$ cat config.mk
export PLATFORM = sky130hd
export DESIGN_NAME = rom_fetch
export DESIGN_NICKNAME = d
export VERILOG_FILES = /design/src/rtl/rom_fetch.sv
export SDC_FILE = /design/constraint.sdc
export NUM_CORES = 1
export LEC_CHECK = 0
export ABC_CLOCK_PERIOD_IN_PS = 3150
export CELL_PAD_IN_SITES_DETAIL_PLACEMENT = 2
export CELL_PAD_IN_SITES_GLOBAL_PLACEMENT = 2
export CORE_MARGIN = 4
export CORE_UTILIZATION = 27
export DETAILED_ROUTE_END_ITERATION = 7
export GPL_ROUTABILITY_DRIVEN = 0
export PLACE_DENSITY = 0.88
export SYNTH_ARGS = -nofsm -noshare
export SYNTH_HDL_FRONTEND = slang
export SYNTH_SLANG_ARGS = --single-unit
$ cat constraint.sdc
create_clock -name i_clk -period 3.15 [get_ports i_clk]
set_input_delay 0.63 -clock i_clk [delete_from_list [all_inputs] [get_ports i_clk]]
set_output_delay 0.63 -clock i_clk [all_outputs]
set_load 0.02 [all_outputs]
$ cat src/rtl/rom_fetch.sv
// rom_fetch: fetches one- and two-byte instructions from a combinational ROM
// and presents them to a decoder over a valid/ready handshake.
//
// Handshake: o_valid is asserted only in PRESENT and then holds o_instr,
// o_operand, o_two_byte and o_pc stable. The instruction is consumed at the
// rising edge where o_valid && i_ready are both 1, unless i_redir is also 1
// (redirect wins and the instruction is dropped). o_valid never depends
// combinationally on i_ready.
//
// o_state exposes the FSM state for observation
// (0 IDLE, 1 FETCH_OP, 2 FETCH_ARG, 3 PRESENT, 4 HALT).
module rom_fetch #(
    parameter logic [7:0] RESET_PC = 8'h00
) (
    input  logic       i_clk,
    input  logic       i_rst,
    input  logic       i_start,
    input  logic       i_redir,
    input  logic [7:0] i_redir_addr,
    output logic [7:0] o_addr,
    output logic       o_ren,
    output logic       o_cen,
    input  logic [7:0] i_data,
    output logic       o_valid,
    input  logic       i_ready,
    output logic [7:0] o_instr,
    output logic [7:0] o_operand,
    output logic       o_two_byte,
    output logic [7:0] o_pc,
    output logic       o_halted,
    output logic [2:0] o_state
);

    typedef enum logic [2:0] {
        IDLE      = 3'd0,
        FETCH_OP  = 3'd1,
        FETCH_ARG = 3'd2,
        PRESENT   = 3'd3,
        HALT      = 3'd4
    } state_t;

    localparam logic [2:0] OP_LDO = 3'b001;
    localparam logic [2:0] OP_LDA = 3'b010;
    localparam logic [2:0] OP_STO = 3'b011;
    localparam logic [2:0] OP_HLT = 3'b111;

    state_t     state_q, state_d;
    logic [7:0] pc_q, pc_d;
    logic [7:0] instr_q, instr_d;
    logic [7:0] operand_q, operand_d;
    logic       two_byte_q, two_byte_d;
    logic [7:0] op_pc_q, op_pc_d;
    logic       is_two_byte;

    // Opcodes that carry an operand byte
    always_comb begin
        is_two_byte = (i_data[7:5] == OP_LDO) ||
                      (i_data[7:5] == OP_LDA) ||
                      (i_data[7:5] == OP_STO);
    end

    // State and datapath registers; reset overrides every other input
    always_ff @(posedge i_clk) begin
        if (i_rst) begin
            state_q    <= IDLE;
            pc_q       <= RESET_PC;
            instr_q    <= 8'h00;
            operand_q  <= 8'h00;
            two_byte_q <= 1'b0;
            op_pc_q    <= RESET_PC;
        end else begin
            state_q    <= state_d;
            pc_q       <= pc_d;
            instr_q    <= instr_d;
            operand_q  <= operand_d;
            two_byte_q <= two_byte_d;
            op_pc_q    <= op_pc_d;
        end
    end

    // Next-state and datapath updates; i_data is only captured in fetch states
    always_comb begin
        state_d    = state_q;
        pc_d       = pc_q;
        instr_d    = instr_q;
        operand_d  = operand_q;
        two_byte_d = two_byte_q;
        op_pc_d    = op_pc_q;
        case (state_q)
            IDLE: begin
                if (i_start) begin
                    state_d = FETCH_OP;
                end
            end
            FETCH_OP: begin
                if (i_redir) begin
                    pc_d    = i_redir_addr;
                    state_d = FETCH_OP;
                end else begin
                    instr_d    = i_data;
                    op_pc_d    = pc_q;
                    pc_d       = pc_q + 8'd1;
                    operand_d  = 8'h00;
                    two_byte_d = 1'b0;
                    state_d    = is_two_byte ? FETCH_ARG : PRESENT;
                end
            end
            FETCH_ARG: begin
                if (i_redir) begin
                    pc_d    = i_redir_addr;
                    state_d = FETCH_OP;
                end else begin
                    operand_d  = i_data;
                    two_byte_d = 1'b1;
                    pc_d       = pc_q + 8'd1;
                    state_d    = PRESENT;
                end
            end
            PRESENT: begin
                if (i_redir) begin
                    pc_d    = i_redir_addr;
                    state_d = FETCH_OP;
                end else if (i_ready) begin
                    state_d = (instr_q[7:5] == OP_HLT) ? HALT : FETCH_OP;
                end
            end
            HALT: begin
                if (i_redir) begin
                    pc_d    = i_redir_addr;
                    state_d = FETCH_OP;
                end
            end
            default: begin
                state_d = IDLE;
            end
        endcase
    end

    // Outputs decoded from the registered state
    always_comb begin
        o_addr     = pc_q;
        o_ren      = (state_q == FETCH_OP) || (state_q == FETCH_ARG);
        o_cen      = (state_q == FETCH_OP) || (state_q == FETCH_ARG);
        o_valid    = (state_q == PRESENT);
        o_halted   = (state_q == HALT);
        o_instr    = instr_q;
        o_operand  = operand_q;
        o_two_byte = two_byte_q;
        o_pc       = op_pc_q;
        o_state    = state_q;
    end

endmodule

* Word level (Yosys, flattened, before mapping) *
Index checks and enable logic that the tools add are counted.

cells by class
  add/sub/neg operators = 1
  equal/unequal tests = 14
  mux-type cells = 18
  bitwise logic cells = 1
  reductions and logical operators = 12

operators by type and width
  kind                                                 number
  2-to-1 mux 8 bit                                     4
  one-hot mux 8 bit (2 select lines)                   2
  2-to-1 mux 3 bit                                     5
  one-hot mux 3 bit (5 select lines)                   1
  equality test 3 x 2 -> 1 bit, second input constant  4
  adder 8 x 1 -> 8 bit, second input constant          1
  != test 2 bit, second input constant                 4
  equality test 3 x 1 -> 1 bit, second input constant  2
  equality test 3 bit, second input constant           2
  AND reduction 3 bit                                  2
  2-to-1 mux 2 bit                                     2
  AND reduction 2 bit                                  2
  nonzero test 2 bit                                   2
  OR reduction 2 bit                                   2
  logical NOT 3 bit                                    1
  logical OR 1 bit                                     3
  2-to-1 mux 1 bit                                     3
  != test 3 x 2 -> 1 bit, second input constant        1
  != test 2 x 1 -> 1 bit, second input constant        1
  one-hot mux 1 bit (2 select lines)                   1
  inverter 1 bit                                       1

word-level totals
  register bits after elaboration = 36
  input port bits = 21
  output and inout port bits = 40
  logic and storage cells = 52

* Longest topological paths before layout *
  depth in word-level cells = 6
  mapped depth = 7
  gate-level depth less buffers = 4

* Worst setup path before layout *
OpenSTA, ideal clock, no wires.

  path type = flip-flop to output port
  from = reg state_q[0], in the netlist o_state[0]
  to = out o_ren
  arrival = 1287 ps
  data required time = 2520 ps
  slack = 1233 ps
  stages on the path, launching flop included = 5
  path buffers = 2
  cell sequence = dfxtp_1 > buf_4 > xnor2_1 > nor2_1 > buf_4

on the way
  cells in the longest elaborated chain, start to end = 2
  elaborated cells between the ends (all ways) = 3
  classes of those cells = 2 x eq/ne; 1 x reduce/logical

RTL lines
  element                                                                              RTL line  text
  start, declared                                                                      47        state_t state_q, state_d;
  start signal, assigned                                                               72        state_q <= state_d;
  equality test 3 x 1 -> 1 bit / equality test 3 x 2 -> 1 bit (equally long branches)  --
  logical OR 1 bit *                                                                   --
  end, declared                                                                        21        output logic o_ren,

Mark *: on every way between the ends. The rest lies on a longest branch, timed or not.

* Final worst setup path *
  from = reg state_q[0], in the netlist o_state[0]
  to = out o_cen

on the way
  cells in the longest elaborated chain, start to end = 2
  elaborated cells between the ends (all ways) = 3
  classes of those cells = 2 x eq/ne; 1 x reduce/logical

RTL lines
  element                                                                              RTL line  text
  equality test 3 x 1 -> 1 bit / equality test 3 x 2 -> 1 bit (equally long branches)  143       o_cen = (state_q == FETCH_OP) || (state_q == FETCH_ARG);
  logical OR 1 bit *                                                                   143
  end, declared                                                                        22        output logic o_cen,

Marks and branches as above.

==> flow_summary_export.csv <==
group,metric,value,unit
yosys,synth_nets,218,
yosys,syn-instance-count,196,
setup_path,r2r_start,"o_state[0]$_SDFFE_PP0P_",
route,first_pass_iters,4,
hold_path,min_path_type,"flop to flop",
die,core,5990,sq um
yosys,syn_area_per_cell,8.62,sq um
yosys,yosysSeqAreaShare,0.427,
route,drc,0,
place,hpwlAfterDp,4230,um
setup_path,critPathMaxFanout,11,
route,wirelength,5760,um
hold_path,hold_depth,2,
setup_path,crit_required,2.52,ns
clock_tree,insertion_delay,0.29,ns
clock_tree,clkTransAtPathRegs,0.07,ns
finish,drive_above_1_share,0.0945,
finish,layout.nets,275,
die,die_x,87.1,um
timing,whs,0.460,ns
setup_path,worst-endpoint-arrival,2.01,ns
yosys,ys_ff_latch,36,
place,io_buffers,60,
timing,tns,0,ns
hold_path,min-delay-start,"o_pc[4]$_SDFFE_PP0N_",
timing,fmax,379,MHz
global_route,grt_pass1_vias,1844,
yosys,mappedNetlistArea,1690,sq um
setup_path,crit_slowest_cell,"dfxtp_1",
clock_tree,h-tree-depth,2,
route,drt_iter0_markers,90,
setup_path,critPathKind,"flop to output pin",
setup_path,r2r_cells,4,
finish,post-route-util,0.404,
pwr,power_density,440,nW/um^2
pwr,p_leak,0.825,nW
clock_tree,cts_buffers,5,
timing,slew_headroom,0.523,
timing,setup_viol,0,
setup_path,setup.worst_path.end_class,"output pin",
route,num_vias,1685,
global_route,grt_max_degree,19,
die,start_util,0.282,
finish,layout_commonest_cell,"clkdlybuf4s50_1",
die,rows,28,
finish,final_cell_mix,"60 x clkdlybuf4s50_1, 39 x nand2_1, 36 x dfxtp_1",
setup_path,critPathMaxStageDelay,0.66,ns
global_route,grt_pass1_wl,9290,um
global_route,grt_usage,0.156,
timing,rsz0062_at_grt,"false",
clock_tree,cts_tree,"done",
finish,multi_input_area,866,sq um
timing,period_needed,2.64,ns
pwr,ir_drop,0.171,mV
clock_tree,cts_root_buf,"clkbuf_8",
route,routed_via_density,5.12,
setup_path,r2r_slack,1.20,ns
timing,period_share,0.838,
clock_tree,cts_setup_buffers,0,
finish,nFillCells,674,
die,die_area,7590,sq um
timing,maxSlewViolCount,0,
timing,clock_skew,0.00299,ns
global_route,antenna_found_initial,0,
setup_path,path_cells,"xnor2_1 > nor2_1 > clkdlybuf4s50_1",
route,final_antenna_net_count,0,
die,die_height,87.1,um
clock_tree,clock-sinks,36,
yosys,synth_edf_count,0,
clock_tree,clock_path_buffers,2,
setup_path,reg2reg_to,"o_addr[5]$_SDFFE_PP0P_",
yosys,ys.warnings.count,0,
die,ios,61,
timing,report.final.hold_viol_count,0,
finish,stdcell_area,2420,sq um
timing,tightest_slew,0.714,ns
yosys,async_flop_share,0,
finish,synthToLayoutAreaGrowth,43.3,%
setup_path,start_kind,"flop",
yosys,ys_types,52,
yosys,synthFlopType,"dfxtp_1",
flow_run,drv_cap,0,
global_route,grt_overflow,0,
hold_path,worstHoldEndpoint,"o_pc[4]$_SDFFE_PP0N_",
place,place_area,2330,sq um
finish,seq_area,721,sq um
route,avgRoutedWirePerCell,17.5,um
clock_tree,cts_hold_buf,0,
finish,diodes,0,
outcome,status,"completed",
clock_tree,cts_resized,0,
==> how the worst max path moves through the flow <==
stage                                    endpoint                    start  cells after the start  slack (ns)
after detailed placement  o_two_byte$_SDFFE_PP0P_                  i_redir                      5        0.79
after global placement    o_two_byte$_SDFFE_PP0P_                  i_redir                      5        0.85
final                                       o_cen  o_state[0]$_SDFFE_PP0P_                      3        0.51
after global routing                        o_cen  o_state[0]$_SDFFE_PP0P_                      3        0.39
after CTS                                   o_cen  o_state[0]$_SDFFE_PP0P_                      3        0.49
after floorplan                             o_ren  o_state[0]$_SDFFE_PP0P_                      4        1.23
==> layout make-up <==
class	instances	share of cell area
clock buffers	5	0.0284
clock inverters	3	0.00775
inverters	4	0.00620
multi-input cells	141	0.358
flip-flops and latches	36	0.298
well taps	75	0.0388
repair buffers	65	0.264
==> layer usage <==
layer / global-route usage / vias to the layer above / wire [um]
met5: 0 / - / 0
met4: 0.0432 / 0 / 58
met3: 0.0426 / 7 / 304
met2: 0.269 / 41 / 2850
met1: 0.191 / 821 / 2550
li1: - / 816 / -
==> power by group <==
| part | switching (mW) | internal [mW] |
|---|---|---|
| clock | 0.179 | 0.154 |
| combinational | 0.120 | 0.107 |
| sequential | 0.0300 | 0.476 |
==> critical path: cells and delay by family, from the launching register on <==
family / cells / cell delay [ns]
buffers and inverters: 1 / 0.64
xor gates and xnor gates: 1 / 0.20
DFF: 1 / 0.66
and+or+nand+nor: 1 / 0.22
==> state kept, by name, summed over array words and instances, names as in the netlist <==
name / count
o_operand: 8
o_pc: 8
o_addr: 8
o_two_byte: 1
o_instr: 8
o_state: 3
==> cell families (layout without fill, tap and decap cells) <==
family	count (synthesis)	after routing	synth area share
xor gates and xnor gates	2	2	0.0104
muxes	1	1	0.00593
buffers and inverters	19	77	0.0607
DFF	36	36	0.427
and+or+nand+nor	82	82	0.255
AOI/OAI and AO/OA	55	55	0.234
adders and majority gates	1	1	0.00741
==> cell usage after synthesis (all sizes together), types with 3 or more instances <==
| master | count | share of area |
|---|---|---|
| nand3 | 3 | 0.0089 |
| clkbuf | 4 | 0.0096 |
| a21oi | 27 | 0.082 |
| nand2 | 39 | 0.087 |
| a22oi | 8 | 0.036 |
| nor2 | 17 | 0.038 |
| or3 | 4 | 0.015 |
| nor3 | 4 | 0.021 |
| dfxtp | 36 | 0.43 |
| buf | 11 | 0.042 |
| inv | 4 | 0.0089 |
==> metrics by stage <==
stage,instances,power (mW),worst slack [ns]
6_report,329,1.07,0.509
5_1_grt,329,1.12,0.386
4_1_cts,329,1.08,0.494
3_5_place_dp,321,0.745,0.791
3_3_place_gp,321,0.738,0.847
2_1_floorplan,196,0.639,1.23
Note: power is estimated with default switching activity, not from simulation.
